==> src/rtl/lif_array.sv <==
// Multi-channel leaky integrate-and-fire neuron array with shift leak, saturating integration,
// shared threshold and refractory hold-off. Optional per-channel spike counters: LIF_SPIKE_COUNT_EN.
module lif_array #(
   parameter int unsigned WIDTH      = 8,
   parameter int unsigned CHANNELS   = 4,
   parameter int unsigned LEAK_SHIFT = 2,
   parameter int unsigned REFRACT    = 3,
   localparam int unsigned CW        = $clog2(CHANNELS)
) (
   input  logic                clk,
   input  logic                reset_n,
   input  logic                en,
   input  logic [WIDTH-1:0]    current,
   input  logic [CW-1:0]       current_ch,
   input  logic                current_valid,
   input  logic [WIDTH-1:0]    threshold,
   input  logic [CW-1:0]       rd_ch,
   output logic [WIDTH-1:0]    state,
   output logic [CHANNELS-1:0] spike,
   output logic [CHANNELS-1:0] refractory
`ifdef LIF_SPIKE_COUNT_EN
   ,
   input  logic                clear_counts,
   output logic [7:0]          spike_count
`endif
);

   // Keep the hold-off counter at least one bit wide so REFRACT == 0 still elaborates.
   localparam int unsigned RW = (REFRACT > 0) ? $clog2(REFRACT + 1) : 1;

   logic [WIDTH-1:0]    v_q   [CHANNELS];
   logic [WIDTH-1:0]    v_d   [CHANNELS];
   logic [WIDTH-1:0]    n_sat [CHANNELS];
   logic [RW-1:0]       r_q   [CHANNELS];
   logic [RW-1:0]       r_d   [CHANNELS];
   logic [CHANNELS-1:0] fire;
   logic [CHANNELS-1:0] spike_q;
   logic [CHANNELS-1:0] spike_d;

   for (genvar g = 0; g < CHANNELS; g++) begin : g_ch
      logic             hit;
      logic [WIDTH-1:0] inj;
      logic [WIDTH-1:0] leak;
      logic [WIDTH:0]   sum;

      // Out-of-range current_ch never matches any channel, so the input is dropped.
      assign hit  = current_valid && (current_ch == CW'(g));
      assign inj  = hit ? current : '0;
      assign leak = v_q[g] >> LEAK_SHIFT;
      assign sum  = {1'b0, v_q[g]} - {1'b0, leak} + {1'b0, inj};
      assign n_sat[g] = sum[WIDTH] ? {WIDTH{1'b1}} : sum[WIDTH-1:0];
      assign fire[g]  = (n_sat[g] >= threshold);
      assign refractory[g] = (r_q[g] != '0);
   end

   always_comb begin
      for (int i = 0; i < CHANNELS; i++) begin
         v_d[i]     = v_q[i];
         r_d[i]     = r_q[i];
         spike_d[i] = 1'b0;
         if (en) begin
            if (r_q[i] != '0) begin
               v_d[i] = '0;
               r_d[i] = r_q[i] - 1'b1;
            end else if (fire[i]) begin
               v_d[i]     = '0;
               r_d[i]     = RW'(REFRACT);
               spike_d[i] = 1'b1;
            end else begin
               v_d[i] = n_sat[i];
            end
         end
      end
   end

   always_ff @(posedge clk or negedge reset_n) begin
      if (!reset_n) begin
         for (int i = 0; i < CHANNELS; i++) begin
            v_q[i] <= '0;
            r_q[i] <= '0;
         end
         spike_q <= '0;
      end else begin
         for (int i = 0; i < CHANNELS; i++) begin
            v_q[i] <= v_d[i];
            r_q[i] <= r_d[i];
         end
         spike_q <= spike_d;
      end
   end

   assign spike = spike_q;

   if (CHANNELS == (1 << CW)) begin : g_rd_full
      assign state = v_q[rd_ch];
   end else begin : g_rd_part
      assign state = (rd_ch < CW'(CHANNELS)) ? v_q[rd_ch] : '0;
   end

`ifdef LIF_SPIKE_COUNT_EN
   logic [7:0] cnt_q [CHANNELS];
   logic [7:0] cnt_d [CHANNELS];

   // Clear beats a coincident fire; counts saturate at 255.
   always_comb begin
      for (int i = 0; i < CHANNELS; i++) begin
         cnt_d[i] = cnt_q[i];
         if (clear_counts) begin
            cnt_d[i] = '0;
         end else if (spike_d[i] && (cnt_q[i] != 8'hff)) begin
            cnt_d[i] = cnt_q[i] + 8'd1;
         end
      end
   end

   always_ff @(posedge clk or negedge reset_n) begin
      if (!reset_n) begin
         for (int i = 0; i < CHANNELS; i++) begin
            cnt_q[i] <= '0;
         end
      end else begin
         for (int i = 0; i < CHANNELS; i++) begin
            cnt_q[i] <= cnt_d[i];
         end
      end
   end

   if (CHANNELS == (1 << CW)) begin : g_cnt_full
      assign spike_count = cnt_q[rd_ch];
   end else begin : g_cnt_part
      assign spike_count = (rd_ch < CW'(CHANNELS)) ? cnt_q[rd_ch] : '0;
   end
`endif

endmodule
==> config.mk <==
export PLATFORM = sky130hd
export DESIGN_NAME = lif_array
export DESIGN_NICKNAME = d
export VERILOG_FILES = /design/src/rtl/lif_array.sv
export SDC_FILE = /design/constraint.sdc
export NUM_CORES = 1
export LEC_CHECK = 0
export CAP_MARGIN = 20
export CORE_AREA = 2 2 113 115
export CTS_BUF_LIST = sky130_fd_sc_hd__clkbuf_16
export DETAILED_ROUTE_END_ITERATION = 10
export DIE_AREA = 0 0 115 117
export GPL_TIMING_DRIVEN = 0
export PLACE_DENSITY_LB_ADDON = 0.08
export SETUP_SLACK_MARGIN = 0.05
export SYNTH_ARGS = -nofsm -noshare
export SYNTH_HDL_FRONTEND = slang
export SYNTH_SLANG_ARGS = --single-unit
==> constraint.sdc <==
create_clock -name clk -period 4.1 [get_ports clk]
set_input_delay 0.41 -clock clk [delete_from_list [all_inputs] [get_ports clk]]
set_output_delay 0.41 -clock clk [all_outputs]
set_load 0.05 [all_outputs]
==> impl_metrics.env <==
export IMPL_status="finished, violations left"
export IMPL_violations="setup timing"
export IMPL_grt_pass1_vias=4848
export IMPL_initial_core_util_pct=43.59
export IMPL_slowest_stage="fa_1"
export IMPL_wl_per_cell_microns=20.08
export IMPL_cap_violations=0
export IMPL_period_minus_slack_ps=4239
export IMPL_port_buffers=37
export IMPL_drive_gt1_share_pct=27.10
export IMPL_final_cells=840
export IMPL_grt_use_met1_pct=33.76
export IMPL_busiest_layer="met2"
export IMPL_drt_first_pass_iters=6
export IMPL_ctsHoldBuffers=0
export IMPL_synth_fp_nets=726
export IMPL_chipHeight_microns=117
export IMPL_critPathKind="input port to register"
export IMPL_fin_skew_ps=4.722
export IMPL_antenna_diode_count=0
export IMPL_cts_inserted_buffers=5
export IMPL_drt_total_wl_mm=16.87
export IMPL_synthCells=598
export IMPL_drt_iter0_drc=306
export IMPL_syn_avg_cell_area_sq_um=8.974
export IMPL_drc_errors=0
export IMPL_dp_slack_ps=-1434
export IMPL_worstSkewPairLatency_ps=290
export IMPL_hold_class="input port to asynchronous set/reset pin"
export IMPL_num_vias=4881
export IMPL_cts_sinks=44
export IMPL_synthArstFlopShare_pct=100.0
export IMPL_synth_seq_cells=44
export IMPL_grt_ovfl_total=0
export IMPL_pin_count=40
export IMPL_ys_flop_type="dfrtp_1"
export IMPL_path_cells="buf_8 -> nor3b_4 -> buf_6 -> buf_6 -> nand2_4 -> fa_1 -> inv_2 -> ha_4 -> o211ai_1 -> o211ai_1 -> a221oi_4 -> buf_4 -> nor2_4 -> inv_2 -> ha_4 -> a2111o_1 -> a211oi_4 -> buf_6 -> nand2_8 -> o221ai_2"
export IMPL_yosys_warnings=0
export IMPL_grt_max_degree=24
export IMPL_cts_path_max_buffers=2
export IMPL_avgViaCountPerCell=5.811
export IMPL_final_area_sq_mm=0.007236
export IMPL_track_usage_pct=25.56
export IMPL_finalWorstSetupSlack_ps=-138.6
export IMPL_arrival_ps=4440
export IMPL_grt_use_met3_pct=3.502
export IMPL_ys_types=60
export IMPL_cpMostUsedCell="buf_6"
export IMPL_placed_area_sq_mm=0.006051
export IMPL_crit_path_end_kind="register"
export IMPL_finalSetupViolations=25
export IMPL_area_growth_pct=34.83
export IMPL_ys_seq_area_share_pct=20.52
export IMPL_cp_data_required_time_ps=4300
export IMPL_slowest_delay_ps=550
export IMPL_hold_viol=0
export IMPL_place_inst=786
export IMPL_cts_max_level=2
export IMPL_antenna_found_initial=0
export IMPL_grt_util_met2_pct=44.63
export IMPL_critPathMaxFanout=6
export IMPL_syn_area_sq_mm=0.005366
export IMPL_final_core_utilization_pct=58.77
export IMPL_root_buffer="clkbuf_16"
export IMPL_dieArea_sq_mm=0.01346
export IMPL_worstSetupStartpointType="input port"
export IMPL_tightest_slew_ps=1095
export IMPL_rsz0062_at_grt="yes"
export IMPL_fmax_mhz=235.9
export IMPL_routabilityCongestion=0.8593
export IMPL_grt_pass1_wl_mm=26.23
export IMPL_slew_viol_final=0
export IMPL_min_period_over_period_pct=103.4
export IMPL_dpl_hpwl_mm=12.29
export IMPL_die_x_microns=115
export IMPL_cts_tree="done"
export IMPL_ant_nets=0
export IMPL_r2r_setup_slack_ps=0
export IMPL_core_sq_mm=0.01231
export IMPL_fin_nets=818
export IMPL_fp_row_count=41
export IMPL_slew_headroom_pct=27.02
export IMPL_synth_edf_count=0
export IMPL_clkTransAtPathRegs_ps=60
[cells by family (layout without fill, tap and decap cells)]
group           Yosys count  in the layout  share of synthesized area [%]
fa+ha+maj               104            104                          27.61
xor+xnor                 15             15                          2.448
buf+inv                 130            222                          9.233
simple gates            138            138                          12.68
mux                      12             12                          4.103
compound gates          155            155                          23.41
flops                    44             44                          20.52
[path summary, 6_finish.rpt]
path | cells past startpoint | to | from
setup / recovery | 20 | g_ch[0].leak[5] | current_ch[0]
hold / removal | 1 | r_q[2] | reset_n
setup reg to reg | 16 | g_ch[0].leak[5] | v_q[25]
hold reg to reg | 1 | r_q[0] | r_q[0]
max in group asynchronous | 2 | v_q[25] | reset_n
min in group clk | 1 | r_q[0] | r_q[0]
[state kept, by name (all words and copies together) (netlist names)]
signal	cells
v_q	8
g_ch.leak	24
spike	4
r_q	8
[metal layers]
| layer | share of wire, % | wire length [microns] | up-vias |
|---|---|---|---|
| met1 | 44 | 7484 | 2451 |
| met3 | 4.3 | 721 | 16 |
| li1 | - | - | 2304 |
| met4 | 1.5 | 252 | 0 |
| met2 | 50 | 8405 | 110 |
| met5 | 0 | 0 | - |
[final cells by class]
type | count | area (sq um)
plain buffers | 10 | 76.32
well taps | 150 | 187.7
clock buffers | 5 | 125.1
multi-input cells | 424 | 4488
inverters | 120 | 450.4
clock inverters | 2 | 8.758
fillers | 1093 | 5076
repair buffers | 85 | 797.0
flip-flops and latches | 44 | 1102
[worst max-delay path: cells and delay by family]
family / cells / cell delay, ps
compound gates: 6 / 1850
simple gates: 4 / 390
buf+inv: 7 / 830
fa+ha+maj: 3 / 950
[per-stage QoR]
| stage | hold slack [ps] | TNS, ps |
|---|---|---|
| after floorplan | 114.4 | -686.2 |
| after global placement | 470.1 | -54870 |
| after detailed placement | 429.6 | -55720 |
| after CTS | 114.8 | -1462 |
| after global routing | 144.1 | -7508 |
| final | 109.4 | -1699 |
[synthesized netlist by cell type, types with 6 or more instances]
master      n  area (sq um)
inv_1     119         446.7
ha_1       80          1001
nand2_1    50         187.7
dfrtp_1    44          1101
nor2_1     30         112.6
o21ai_0    25         125.1
a21oi_1    24         120.1
fa_1       24         480.5
nor3_1     13         65.06
a211oi_1   12         90.09
nand2b_1   10         62.56
o22ai_1    10         62.56
a21o_1      9         67.56
a32o_1      9         90.09
clkbuf_1    9         33.78
o211ai_1    9         67.56
mux4_2      8         180.2
xnor2_1     8         70.07
xor2_1      7         61.31
a211oi_2    6         75.07
nor4_1      6         37.54
o22ai_2     6         75.07
[repair_timing]
item | 4_1_cts | 5_1_grt
pin swaps | 46 | 51
setup buffers | 37 | 11
endpoints found under the setup margin | 44 | 44
gates resized for setup | 106 | 59
gates cloned | 0 | 0
[placed cells by master (no fill, tap or decap), types with 6 or more instances in the layout]
cell type | Yosys | layout
clkdlybuf4s50_1 | 0 | 25
clkbuf_1 | 9 | 7
mux4_2 | 8 | 8
a21oi_2 | 3 | 7
o22ai_2 | 6 | 10
dfrtp_1 | 44 | 43
nor3_1 | 13 | 6
a211oi_4 | 0 | 6
o21ai_0 | 25 | 19
buf_4 | 0 | 36
nor3_2 | 1 | 7
o21ai_1 | 1 | 6
nand2_1 | 50 | 42
a21oi_1 | 24 | 18
a32o_1 | 9 | 9
nor2_1 | 30 | 21
xor2_1 | 7 | 7
o211ai_1 | 9 | 9
inv_1 | 119 | 113
ha_2 | 0 | 6
a21o_1 | 9 | 9
xnor2_1 | 8 | 8
inv_2 | 1 | 8
buf_6 | 1 | 10
ha_1 | 80 | 63
nand2b_1 | 10 | 6
ha_4 | 0 | 11
fa_1 | 24 | 20
a211oi_1 | 12 | 10
Power is left out: the tool's default activity adds up to more than one toggle a clock period on the data nets, which glitch-free logic cannot reach.
